==> src/rtl/imm_gen_if.sv <==
// Instruction-in / immediate-out handshake bundle for imm_gen_pipe.
// The slave modport is the decoder's view of the bundle.
// The master modport is the view of whoever drives instructions and consumes results.
interface imm_gen_if #(
  parameter int XLEN = 32
);
  logic            in_valid;
  logic            in_ready;
  logic [31:0]     in_inst;
  logic            in_signext;
  logic            out_valid;
  logic            out_ready;
  logic [XLEN-1:0] out_imm;
  logic [2:0]      out_fmt;
  logic            out_illegal;
  logic [31:0]     out_inst;

  modport slave (
    input  in_valid,
    input  in_inst,
    input  in_signext,
    input  out_ready,
    output in_ready,
    output out_valid,
    output out_imm,
    output out_fmt,
    output out_illegal,
    output out_inst
  );

  modport master (
    output in_valid,
    output in_inst,
    output in_signext,
    output out_ready,
    input  in_ready,
    input  out_valid,
    input  out_imm,
    input  out_fmt,
    input  out_illegal,
    input  out_inst
  );
endinterface

==> src/rtl/imm_gen_pipe.sv <==
// imm_gen_pipe: single-stage pipelined RISC-V immediate generator.
// It accepts one RV32/RV64 base instruction per cycle over a valid/ready handshake.
// It returns the decoded immediate, the format code and an illegal-opcode flag one cycle later.
// Optional feature: define IMM_GEN_ILLEGAL_CNT_EN to add the ill_cnt output.
// ill_cnt is a saturating count of accepted instructions with unsupported opcodes.
module imm_gen_pipe #(
  parameter int XLEN  = 32,
  parameter int CNT_W = 16
) (
  input logic      clk,
  input logic      rst,
  imm_gen_if.slave bus
`ifdef IMM_GEN_ILLEGAL_CNT_EN
  ,
  output logic [CNT_W-1:0] ill_cnt
`endif
);

  // Format codes carried on out_fmt
  typedef enum logic [2:0] {
    FMT_NONE  = 3'd0,
    FMT_I     = 3'd1,
    FMT_S     = 3'd2,
    FMT_B     = 3'd3,
    FMT_U     = 3'd4,
    FMT_J     = 3'd5,
    FMT_SHAMT = 3'd6,
    FMT_CSR   = 3'd7
  } fmt_e;

  localparam logic [6:0] OP_JAL    = 7'b1101111;
  localparam logic [6:0] OP_BRANCH = 7'b1100011;
  localparam logic [6:0] OP_STORE  = 7'b0100011;
  localparam logic [6:0] OP_LOAD   = 7'b0000011;
  localparam logic [6:0] OP_JALR   = 7'b1100111;
  localparam logic [6:0] OP_IMM    = 7'b0010011;
  localparam logic [6:0] OP_LUI    = 7'b0110111;
  localparam logic [6:0] OP_AUIPC  = 7'b0010111;
  localparam logic [6:0] OP_SYSTEM = 7'b1110011;
  localparam logic [6:0] OP_REG    = 7'b0110011;

  localparam logic [2:0] F3_SLL = 3'b001;
  localparam logic [2:0] F3_SRX = 3'b101;

  logic [31:0] inst;
  logic [6:0]  opcode;
  logic [2:0]  funct3;

  assign inst   = bus.in_inst;
  assign opcode = inst[6:0];
  assign funct3 = inst[14:12];

  // Raw immediate fields, held as signed so that widening casts sign-extend
  logic signed [20:0] j_raw;
  logic signed [12:0] b_raw;
  logic signed [11:0] s_raw;
  logic signed [11:0] i_raw;
  logic signed [31:0] u_raw;

  assign j_raw = {inst[31], inst[19:12], inst[20], inst[30:21], 1'b0};
  assign b_raw = {inst[31], inst[7], inst[30:25], inst[11:8], 1'b0};
  assign s_raw = {inst[31:25], inst[11:7]};
  assign i_raw = inst[31:20];
  assign u_raw = {inst[31:12], 12'b0};

  // Immediates widened to XLEN
  logic [XLEN-1:0] j_imm;
  logic [XLEN-1:0] b_imm;
  logic [XLEN-1:0] s_imm;
  logic [XLEN-1:0] i_sext;
  logic [XLEN-1:0] i_zext;
  logic [XLEN-1:0] u_imm;
  logic [XLEN-1:0] shamt_imm;
  logic [XLEN-1:0] zimm;

  assign j_imm  = XLEN'(j_raw);
  assign b_imm  = XLEN'(b_raw);
  assign s_imm  = XLEN'(s_raw);
  assign i_sext = XLEN'(i_raw);
  assign i_zext = XLEN'(inst[31:20]);
  assign u_imm  = XLEN'(u_raw);
  assign zimm   = XLEN'(inst[19:15]);

  // RV64 shifts take a 6-bit shift amount; RV32 only 5 bits
  generate
    if (XLEN == 64) begin : g_shamt64
      assign shamt_imm = XLEN'(inst[25:20]);
    end else begin : g_shamt32
      assign shamt_imm = XLEN'(inst[24:20]);
    end
  endgenerate

  // Load/OP-IMM immediates follow in_signext; JALR always sign-extends
  logic [XLEN-1:0] i_sel;
  assign i_sel = bus.in_signext ? i_sext : i_zext;

  logic [XLEN-1:0] dec_imm;
  fmt_e            dec_fmt;
  logic            dec_illegal;

  // Opcode decode: choose the format and immediate for the incoming word
  always_comb begin
    dec_imm     = '0;
    dec_fmt     = FMT_NONE;
    dec_illegal = 1'b0;
    case (opcode)
      OP_JAL: begin
        dec_fmt = FMT_J;
        dec_imm = j_imm;
      end
      OP_BRANCH: begin
        dec_fmt = FMT_B;
        dec_imm = b_imm;
      end
      OP_STORE: begin
        dec_fmt = FMT_S;
        dec_imm = s_imm;
      end
      OP_LOAD: begin
        dec_fmt = FMT_I;
        dec_imm = i_sel;
      end
      OP_JALR: begin
        dec_fmt = FMT_I;
        dec_imm = i_sext;
      end
      OP_IMM: begin
        if (funct3 == F3_SLL || funct3 == F3_SRX) begin
          dec_fmt = FMT_SHAMT;
          dec_imm = shamt_imm;
        end else begin
          dec_fmt = FMT_I;
          dec_imm = i_sel;
        end
      end
      OP_LUI, OP_AUIPC: begin
        dec_fmt = FMT_U;
        dec_imm = u_imm;
      end
      OP_SYSTEM: begin
        dec_fmt = FMT_CSR;
        dec_imm = zimm;
      end
      OP_REG: begin
        dec_fmt = FMT_NONE;
        dec_imm = '0;
      end
      default: begin
        dec_fmt     = FMT_NONE;
        dec_imm     = '0;
        dec_illegal = 1'b1;
      end
    endcase
  end

  // Output register stage
  logic            out_valid_q;
  logic [XLEN-1:0] out_imm_q;
  fmt_e            out_fmt_q;
  logic            out_illegal_q;
  logic [31:0]     out_inst_q;

  logic in_ready_int;
  logic xfer;

  // The stage can take a new word whenever it is empty or its result leaves this cycle
  assign in_ready_int = !out_valid_q || bus.out_ready;
  assign xfer         = bus.in_valid && in_ready_int;

  // Load on transfer, drop valid when the result is popped with nothing behind it
  always_ff @(posedge clk or posedge rst) begin
    if (rst) begin
      out_valid_q   <= 1'b0;
      out_imm_q     <= '0;
      out_fmt_q     <= FMT_NONE;
      out_illegal_q <= 1'b0;
      out_inst_q    <= '0;
    end else if (xfer) begin
      out_valid_q   <= 1'b1;
      out_imm_q     <= dec_imm;
      out_fmt_q     <= dec_fmt;
      out_illegal_q <= dec_illegal;
      out_inst_q    <= inst;
    end else if (bus.out_ready) begin
      out_valid_q   <= 1'b0;
    end
  end

  assign bus.in_ready    = in_ready_int;
  assign bus.out_valid   = out_valid_q;
  assign bus.out_imm     = out_imm_q;
  assign bus.out_fmt     = out_fmt_q;
  assign bus.out_illegal = out_illegal_q;
  assign bus.out_inst    = out_inst_q;

`ifdef IMM_GEN_ILLEGAL_CNT_EN
  localparam logic [CNT_W-1:0] CNT_MAX = '1;

  logic [CNT_W-1:0] ill_cnt_q;

  // Count accepted unsupported opcodes, sticking at all-ones
  always_ff @(posedge clk or posedge rst) begin
    if (rst) begin
      ill_cnt_q <= '0;
    end else if (xfer && dec_illegal && ill_cnt_q != CNT_MAX) begin
      ill_cnt_q <= ill_cnt_q + 1'b1;
    end
  end

  assign ill_cnt = ill_cnt_q;
`endif

endmodule
==> src/flat_wrapper.sv <==
// flat-port wrapper written by rule: the top's interface ports become plain ports
module imm_gen_pipe_flat 
#(
  parameter int XLEN  = 32,
  parameter int CNT_W = 16
)
  (clk, rst, bus_in_valid, bus_in_inst, bus_in_signext, bus_out_ready, bus_in_ready, bus_out_valid, bus_out_imm, bus_out_fmt, bus_out_illegal, bus_out_inst);
  imm_gen_if #(.XLEN(XLEN)) bus_i ();
  input logic clk;
  input logic rst;
  input wire logic [$bits(bus_i.in_valid)-1:0] bus_in_valid;
  input wire logic [$bits(bus_i.in_inst)-1:0] bus_in_inst;
  input wire logic [$bits(bus_i.in_signext)-1:0] bus_in_signext;
  input wire logic [$bits(bus_i.out_ready)-1:0] bus_out_ready;
  output wire logic [$bits(bus_i.in_ready)-1:0] bus_in_ready;
  output wire logic [$bits(bus_i.out_valid)-1:0] bus_out_valid;
  output wire logic [$bits(bus_i.out_imm)-1:0] bus_out_imm;
  output wire logic [$bits(bus_i.out_fmt)-1:0] bus_out_fmt;
  output wire logic [$bits(bus_i.out_illegal)-1:0] bus_out_illegal;
  output wire logic [$bits(bus_i.out_inst)-1:0] bus_out_inst;
  assign bus_i.in_valid = bus_in_valid;
  assign bus_i.in_inst = bus_in_inst;
  assign bus_i.in_signext = bus_in_signext;
  assign bus_i.out_ready = bus_out_ready;
  assign bus_in_ready = bus_i.in_ready;
  assign bus_out_valid = bus_i.out_valid;
  assign bus_out_imm = bus_i.out_imm;
  assign bus_out_fmt = bus_i.out_fmt;
  assign bus_out_illegal = bus_i.out_illegal;
  assign bus_out_inst = bus_i.out_inst;
  imm_gen_pipe #(.XLEN(XLEN), .CNT_W(CNT_W)) u_core (.clk(clk), .rst(rst), .bus(bus_i));
endmodule
==> config.mk <==
export PLATFORM = sky130hd
export DESIGN_NAME = imm_gen_pipe_flat
export DESIGN_NICKNAME = d
export VERILOG_FILES = /design/src/rtl/imm_gen_if.sv /design/src/rtl/imm_gen_pipe.sv /design/src/flat_wrapper.sv
export SDC_FILE = /design/constraint.sdc
export NUM_CORES = 1
export LEC_CHECK = 0
export CAP_MARGIN = 15
export CELL_PAD_IN_SITES_DETAIL_PLACEMENT = 0
export CELL_PAD_IN_SITES_GLOBAL_PLACEMENT = 1
export CORE_MARGIN = 2
export CORE_UTILIZATION = 36
export DETAILED_ROUTE_END_ITERATION = 10
export PLACE_DENSITY_LB_ADDON = 0.1
export SYNTH_ARGS = -nofsm -noshare
export SYNTH_HDL_FRONTEND = slang
export SYNTH_SLANG_ARGS = --single-unit
export TNS_END_PERCENT = 30
==> constraint.sdc <==
create_clock -name clk -period 5.3 [get_ports clk]
set_input_delay 0.795 -clock clk [delete_from_list [all_inputs] [get_ports clk]]
set_output_delay 0.795 -clock clk [all_outputs]
set_load 0.02 [all_outputs]
==> qor.yml, run 1 <==
floorplanning:
  core_sq_mm: 0.008636
  dieArea_sq_mm: 0.009552
  die_w_um: 97.74
  ios: 107
  die_y_um: 97.74
  rows: 34
  start_util: 0.3663
global_route:
  overflow: 0
  grt_pass1_wl_um: 15010
  grt_pass1_vias: 2746
  antenna_found_initial: 0
  grt_max_degree: 70
  grtUsageTotal: 0.2005
sta:
  finalSetupViolations: 0
  hold_viol: 0
  period_minus_slack_ns: 3.155
  min_period_over_period: 0.5952
  slew_violations: 0
  timing.final.ws_setup_ns: 2.145
  slew_headroom: 0.3016
  max_freq_mhz: 317.0
  rsz0062_at_grt: "false"
  fin_tns_setup_ns: 0
  clock_skew_ns: 0.01215
  worst_pin_slew_ns: 1.039
placed_design:
  place_inst: 525
  gp_congestion: 0.8038
  dpl_cell_area_sq_mm: 0.004322
  dp_slack_ns: 2.154
  hpwl_um: 6557
  io_buffers: 106
synthesis:
  ys_ff_latch: 69
  yosys-top-cells-area: "dfrtp_1 55%, nand2_1 13%, o21ai_1 3.2%, a211oi_1 2.8%, a221o_1 2.5%"
  yosysWarnings: 0
  synth.net_count: 365
  synth_fa_ha_area_frac: 0
  async_reset_ff_frac: 1.000
  yosys.area.top_type: "dfrtp_1"
  yosys.area.top_type_share: 0.5459
  synth_xor_xnor_area_share: 0
  synth_cell_type_count: 48
  synth-edff-count: 0
  syn_avg_cell_area_sq_um: 9.643
  synthFlopType: "dfrtp_1"
  synth.mux.area_fraction: 0.01780
  synthesis.area_sq_mm: 0.003163
  synth_top_family_by_area: "simple AND/OR/NAND/NOR gates"
  yosys.area_share.simple: 0.2168
  synth_compound_gate_area_share: 0.1843
  synthCells: 328
  ys_seq_area_frac: 0.5459
power_and_ir_drop:
  vdd_drop_max_v: 0.0001489
  finalPower_mw: 1.456
  powerDensity_mw_per_mm2: 317.1
  p_leak_nw: 2.026
drt:
  via_count: 2841
  detail-route-antenna-nets: 0
  drt_wl_total_um: 9517
  drtIter0Drc: 161
  routedWlPerCell_um: 17.59
  dr.pass1.iters: 4
  vias_per_cell: 5.251
  drcViolationCount: 0
finish:
  drive_above_1_share: 0.08083
  area_growth_pct: 45.21
  num-nets-final: 465
  antenna_cells: 0
  fin_area_sq_mm: 0.004593
  fin_cells: 541
clock_network:
  cts_buffers: 9
  path_clk_slew_ns: 0.07
  cts_buffer_depth: 2
  cts_tree: "done"
  cts.sinks: 69
  h-tree-depth: 3
  cts_setup_buffers: 0
  clock-root-buffer: "clkbuf_8"
  clk_latency_ns: 0.35
  hold_buffers: 0
  post_cts_resize_count: 0
worst_setup_path:
  path_class: "input port to primary output"
  cp_max_fo: 14
  arrival_ns: 2.36
  reg2reg_setup_slack_ns: 3.11
  worst-r2r-cell-count: 5
  cp-start-kind: "input port"
  rr_endpoint: "u_core.bus.out_inst[3]"
  crit_path_end_kind: "primary output"
  critPathRequiredTime_ns: 4.51
  rr_startpoint: "u_core.bus.out_valid"
status:
  status: "completed"
min_path:
  hold_end: "u_core.bus.out_inst[3]"
  hp-class: "flop to flop"
  hold_start: "u_core.bus.out_inst[3]"
  min_path_cells: 2
job:
  cap_viol_max_count: 0
==> through the flow <==
step	hold WS (ns)	utilization
2_1_floorplan	0.5894	-
3_3_place_gp	0.4601	0.4981
3_5_place_dp	0.4617	0.5004
4_1_cts	0.4835	0.5319
5_1_grt	0.5066	0.5319
6_report	0.4759	0.5319
==> worst max-delay path, cell delays in order <==
cell	delay, ns
clkdlybuf4s50_1	0.44
nand2b_1	0.42
clkdlybuf4s50_1	0.70
==> placed cells by master, fill, tap and decap left out, types with 5 or more instances in the layout <==
master / count
nand2_1: 109
clkdlybuf4s50_1: 106
dfrtp_1: 69
o21ai_1: 20
a211oi_1: 12
clkbuf_8: 10
nor2_1: 8
and3_1: 8
a221o_1: 8
a22oi_1: 6
a32o_1: 6
o2bb2ai_1: 5
==> area by class of cell <==
| class | instances | area (sq um) |
|---|---|---|
| Sequential cell | 69 | 1727 |
| Tap cell | 108 | 135.1 |
| Inverter | 6 | 22.52 |
| Clock inverter | 6 | 133.9 |
| Multi-Input combinational cell | 232 | 1334 |
| Fill cell | 809 | 4043 |
| Timing Repair Buffer | 110 | 1104 |
| Clock buffer | 10 | 137.6 |
==> metal layers <==
layer,part of all wire,up-vias,global-route usage,routed length [um]
met2,0.46,94,0.2918,4405
li1,-,1357,-,-
met5,0,-,0,0
met3,0.053,7,0.04366,505
met1,0.48,1383,0.2982,4522
met4,0.0087,0,0.06624,83
==> cells by family (layout without fill, tap and decap cells) <==
family	count (synthesis)	in the layout
compound gates	76	76
mux	5	5
simple gates	151	151
buf+inv	27	132
flops	69	69
==> synthesized netlist by cell type (2+ instances only) <==
cell type,number
a32o_1,6
a22oi_1,6
buf_2,8
a211oi_1,12
dfrtp_1,69
nand2_1,110
o211ai_1,2
o21ai_1,20
a211oi_2,2
o22a_1,2
and3b_1,2
nand3b_1,4
nand4_1,2
buf_1,4
and2_1,2
nor2_1,8
inv_1,4
o2bb2ai_1,5
clkbuf_1,9
a21oi_1,4
mux2_2,4
nand2b_1,2
and3_1,8
inv_2,2
a221o_1,8
==> power by group <==
part	leakage, nW	internal [mW]	total, mW	switching, mW
registers	0.894	0.566	0.588	0.0216
logic	0.995	0.127	0.285	0.157
clock network	0.136	0.373	0.584	0.211
total	2.03	1.07	1.46	0.390
==> how the worst max path moves through the flow <==
stage / from / endpoint / slack (ns) / cells after the start
6_report: bus_out_ready / bus_in_ready / 2.15 / 3
3_5_place_dp: bus_in_inst[3] / u_core.bus.out_imm[26] / 2.15 / 5
2_1_floorplan: rst / u_core.bus.out_fmt[0] / 2.77 / 1
4_1_cts: bus_out_ready / bus_in_ready / 2.15 / 3
3_3_place_gp: bus_out_ready / u_core.bus.out_imm[18] / 2.13 / 4
5_1_grt: bus_out_ready / bus_in_ready / 2.03 / 3
==> registers in the layout, summed over array words and instances, names as in the netlist <==
| name | cells |
|---|---|
| u_core.bus.out_imm | 32 |
| u_core.bus.out_inst | 32 |
| u_core.bus.out_fmt | 3 |
| u_core.bus.out_illegal | 1 |
| u_core.bus.out_valid | 1 |
(Power assumes the default switching activity.)
==> run 2: changes to the inputs <==
Settings changed: CORE_UTILIZATION 36 to 34.
Clock period 5.3 ns to 3.13 ns, I/O delays scaled along.
==> qor.yml, run 2 (synthesized netlist as in run 1, its figures left out) <==
drt:
  drtIter0Drc: 115
  drcViolationCount: 0
  routedWlPerCell_um: 17.90
  dr.pass1.iters: 4
  detail-route-antenna-nets: 0
  via_count: 2800
  drt_wl_total_um: 9811
  vias_per_cell: 5.109
sta:
  slew_headroom: 0.5426
  timing.final.ws_setup_ns: 0.5856
  hold_viol: 0
  slew_violations: 0
  min_period_over_period: 0.8129
  max_freq_mhz: 393.0
  fin_tns_setup_ns: 0
  rsz0062_at_grt: "false"
  worst_pin_slew_ns: 0.6848
  finalSetupViolations: 0
  clock_skew_ns: 0.008053
  period_minus_slack_ns: 2.544
finish:
  fin_cells: 548
  final_common_cell: "nand2_1"
  final_util: 0.5018
  layout_common_cells: "109 x nand2_1, 106 x clkdlybuf4s50_1, 69 x dfrtp_1"
  area_growth_pct: 45.21
  antenna_cells: 0
  drive_above_1_share: 0.08696
  num-nets-final: 469
  fill_cells: 863
floorplanning:
  core_sq_mm: 0.009153
  dieArea_sq_mm: 0.01009
  die_y_um: 100.5
  start_util: 0.3456
  ios: 107
  die_w_um: 100.5
  rows: 35
worst_setup_path:
  reg2reg_setup_slack_ns: 1.07
  rr_endpoint: "u_core.bus.out_imm[30]"
  arrival_ns: 2.07
  crit_path_end_kind: "primary output"
  max_stage_delay_ns: 0.71
  cp.depth: 3
  cpMostUsedCell: "clkdlybuf4s50_1"
  cp_slowest_cell: "clkdlybuf4s50_1"
  cp_num_buf_inv: 2
  cp_cell_sequence: "clkdlybuf4s50_1 > nand2b_1 > clkdlybuf4s50_1"
  path_class: "input port to primary output"
  rr_startpoint: "u_core.bus.out_valid"
  crit_family: "buffers and inverters"
  cp-start-kind: "input port"
  critPathRequiredTime_ns: 2.66
  worst-r2r-cell-count: 4
  cp_max_fo: 14
clock_network:
  h-tree-depth: 3
  clk_latency_ns: 0.35
  cts_buffers: 9
  post_cts_resize_count: 0
  clock-root-buffer: "clkbuf_8"
  cts_buffer_depth: 2
  hold_buffers: 0
  cts_tree: "done"
  path_clk_slew_ns: 0.07
  cts.sinks: 69
  cts_setup_buffers: 0
placed_design:
  hpwl_um: 6778
  io_buffers: 106
  dp_slack_ns: 0.3820
  gp_congestion: 0.8585
  place_inst: 531
global_route:
  overflow: 0
  grt_pass1_vias: 2794
  grt_pass1_wl_um: 15520
  grt_max_degree: 70
  antenna_found_initial: 0
  grtUsageTotal: 0.2019
job:
  cap_viol_max_count: 0
status:
  status: "completed"
min_path:
  hp-class: "flop to flop"
  min_path_cells: 2
  hold_start: "u_core.bus.out_inst[6]"
  hold_end: "u_core.bus.out_inst[6]"
power_and_ir_drop:
  vdd_drop_max_v: 0.0002710
  p_leak_nw: 2.020
  powerDensity_mw_per_mm2: 503.8
  finalPower_mw: 2.314
[run 2: cell types whose count changed in the layout (fill, tap and decap cells not counted)]
cell / change
clkbuf_1: +1
buf_4: +3
clkinv_2: -1
buf_12: +1
bufinv_16: -2
clkinvlp_4: +2
[run 2: power by group]
group / internal, mW / switching (mW)
combinational: 0.220 / 0.270
sequential: 0.959 / 0.0370
clock: 0.472 / 0.357
total: 1.65 / 0.663
[run 2: final cells by class]
cell class	instances	area (sq um)	share of cell area
flip-flops and latches	69	1727	0.3759
multi-input cells	232	1334	0.2904
repair buffers	114	1146	0.2495
clock buffers	11	141.4	0.03078
well taps	111	138.9	0.03024
clock inverters	5	83.83	0.01825
inverters	6	22.52	0.004903
[run 2: worst register-to-register path, cell delays in order, from the launching register on]
cell	delay, ns
dfrtp_1	0.38
nand2b_1	0.41
nor3b_4	0.49
nand3b_1	0.44
o21ai_1	0.26
[run 2: worst max-delay path by stage]
| stage | startpoint | to | slack [ns] |
|---|---|---|---|
| after floorplan | rst | u_core.bus.out_fmt[0] | 0.92 |
| after CTS | bus_out_ready | bus_in_ready | 0.59 |
| after global routing | bus_out_ready | bus_in_ready | 0.49 |
| after detailed placement | bus_in_inst[4] | u_core.bus.out_imm[23] | 0.38 |
| final | bus_out_ready | bus_in_ready | 0.59 |
| after global placement | bus_out_ready | u_core.bus.out_imm[11] | 0.44 |
[run 2: metal layers]
layer / track usage / vias to the layer above / wire, um
met2: 0.2922 / 72 / 4328
met5: 0 / - / 0
li1: - / 1368 / -
met4: 0.07587 / 0 / 146
met1: 0.2999 / 1349 / 4953
met3: 0.03745 / 11 / 382
[run 2: metrics by stage]
stage / hold slack, ns / instance area, sq um
final: 0.4730 / 4593
after global routing: 0.5056 / 4593
after CTS: 0.4798 / 4586
after detailed placement: 0.4621 / 4360
after global placement: 0.4569 / 4360
after floorplan: 0.5749 / 3163
==> run 3: changes to the inputs <==
Clock period 3.13 ns to 2.6 ns, I/O delays scaled along.
==> qor.yml, run 3 (synthesized netlist as in run 1, its figures left out) <==
status:
  status: "completed"
finish:
  num-nets-final: 481
  area_growth_pct: 48.10
  final_common_cell: "nand2_1"
  final_util: 0.5118
  layout_common_cells: "109 x nand2_1, 106 x clkdlybuf4s50_1, 69 x dfrtp_1"
  antenna_cells: 0
  drive_above_1_share: 0.1114
  fin_cells: 560
worst_setup_path:
  max_stage_delay_ns: 0.67
  arrival_ns: 1.76
  path_class: "input port to primary output"
  startpoint: "bus_out_ready"
  reg2reg_setup_slack_ns: 0.96
  cp_slowest_cell: "clkdlybuf4s50_1"
  crit_path_end_kind: "primary output"
  critPathRequiredTime_ns: 2.21
  cp-start-kind: "input port"
  rr_startpoint: "u_core.bus.out_valid"
  rr_endpoint: "u_core.bus.out_imm[30]"
  cp_max_fo: 6
  worst-r2r-cell-count: 4
  cp_cell_sequence: "clkdlybuf4s50_1 > nand2b_1 > clkdlybuf4s50_1"
  cpMostUsedCell: "clkdlybuf4s50_1"
  timing.critical_path.to: "bus_in_ready"
placed_design:
  io_buffers: 106
  hpwl_um: 7102
  dp_slack_ns: 0.2637
  place_inst: 544
  gp_congestion: 0.8755
sta:
  period_minus_slack_ns: 2.145
  clock_skew_ns: 0.01022
  rsz0062_at_grt: "false"
  slew_headroom: 0.5844
  finalSetupViolations: 0
  hold_viol: 0
  timing.final.ws_setup_ns: 0.4549
  min_period_over_period: 0.8250
  fin_tns_setup_ns: 0
  max_freq_mhz: 466.2
  slew_violations: 0
  worst_pin_slew_ns: 0.6201
power_and_ir_drop:
  sw_frac_of_total: 0.2757
  p_seq_frac: 0.420
  comb_power_share: 0.210
  vdd_drop_max_v: 0.0003241
  power_switching_mw: 0.7861
  p_leak_nw: 2.084
  finalPower_mw: 2.851
  powerDensity_mw_per_mm2: 608.6
  internal_power_mw: 2.065
  clockPowerShare: 0.370
drt:
  drtIter0Drc: 134
  detail-route-antenna-nets: 0
  routedWlPerCell_um: 17.40
  drt_wl_total_um: 9746
  via_count: 2894
  vias_per_cell: 5.168
  drcViolationCount: 0
  dr.pass1.iters: 4
floorplanning:
  dieArea_sq_mm: 0.01009
  ios: 107
  rows: 35
  core_sq_mm: 0.009153
  die_y_um: 100.5
  start_util: 0.3456
  die_w_um: 100.5
min_path:
  hp-class: "input port to async pin"
global_route:
  grt_pass1_wl_um: 15580
  grt_max_degree: 47
  overflow: 0
  grt_pass1_vias: 2874
  antenna_found_initial: 0
  grtUsageTotal: 0.2012
clock_network:
  cts.sinks: 69
  post_cts_resize_count: 0
  cts_buffers: 9
  path_clk_slew_ns: 0.08
  cts_setup_buffers: 0
  clk_latency_ns: 0.35
  h-tree-depth: 3
  hold_buffers: 0
  clock-root-buffer: "clkbuf_8"
  cts_tree: "done"
  cts_buffer_depth: 2
job:
  cap_viol_max_count: 0
## run 3: cell type report
| cell class | count | area [sq um] |
|---|---|---|
| timing repair buffer | 126 | 1224 |
| tap | 111 | 138.9 |
| inverter | 6 | 22.52 |
| sequential | 69 | 1727 |
| fill | 895 | 4468 |
| clock buffer | 10 | 127.6 |
| multi-input combinational | 232 | 1334 |
| clock inverter | 6 | 111.4 |
## run 3: layer usage
| metal | track usage | up-vias | share of wire |
|---|---|---|---|
| met5 | 0 | - | 0 |
| li1 | - | 1387 | - |
| met1 | 0.2971 | 1425 | 0.48 |
| met2 | 0.2989 | 75 | 0.46 |
| met4 | 0.05374 | 0 | 0.0087 |
| met3 | 0.04438 | 7 | 0.047 |
## run 3: per-stage QoR
stage               cell area [sq um]  hold WS [ns]
CTS                              4684        0.3995
finish                           4684        0.3819
detailed placement               4446        0.4609
global placement                 4446        0.4563
global route                     4684        0.4183
floorplan                        3163        0.4954
## run 3: how the worst min path moves through the flow
| stage | to | slack (ns) | depth (start not counted) |
|---|---|---|---|
| after detailed placement | u_core.bus.out_inst[19] | 0.46 | 2 |
| after global placement | u_core.bus.out_inst[3] | 0.46 | 2 |
| after CTS | u_core.bus.out_inst[7] | 0.40 | 2 |
| final | u_core.bus.out_inst[8] | 0.38 | 2 |
| after global routing | u_core.bus.out_inst[8] | 0.42 | 2 |
| after floorplan | u_core.bus.out_inst[0] | 0.50 | 2 |
## run 3: power by group through the flow
stage	registers (mW)	clock network, mW	logic [mW]
detailed placement	1.22	0	0.603
floorplan	1.32	0	0.180
global placement	1.22	0	0.601
global route	1.21	1.13	0.649
finish	1.20	1.05	0.598
CTS	1.20	1.08	0.605
## run 3: critical path, delay by kind of cell
kind	cells	cell delay, ns
buffers and inverters	2	1.12
and+or+nand+nor	1	0.24
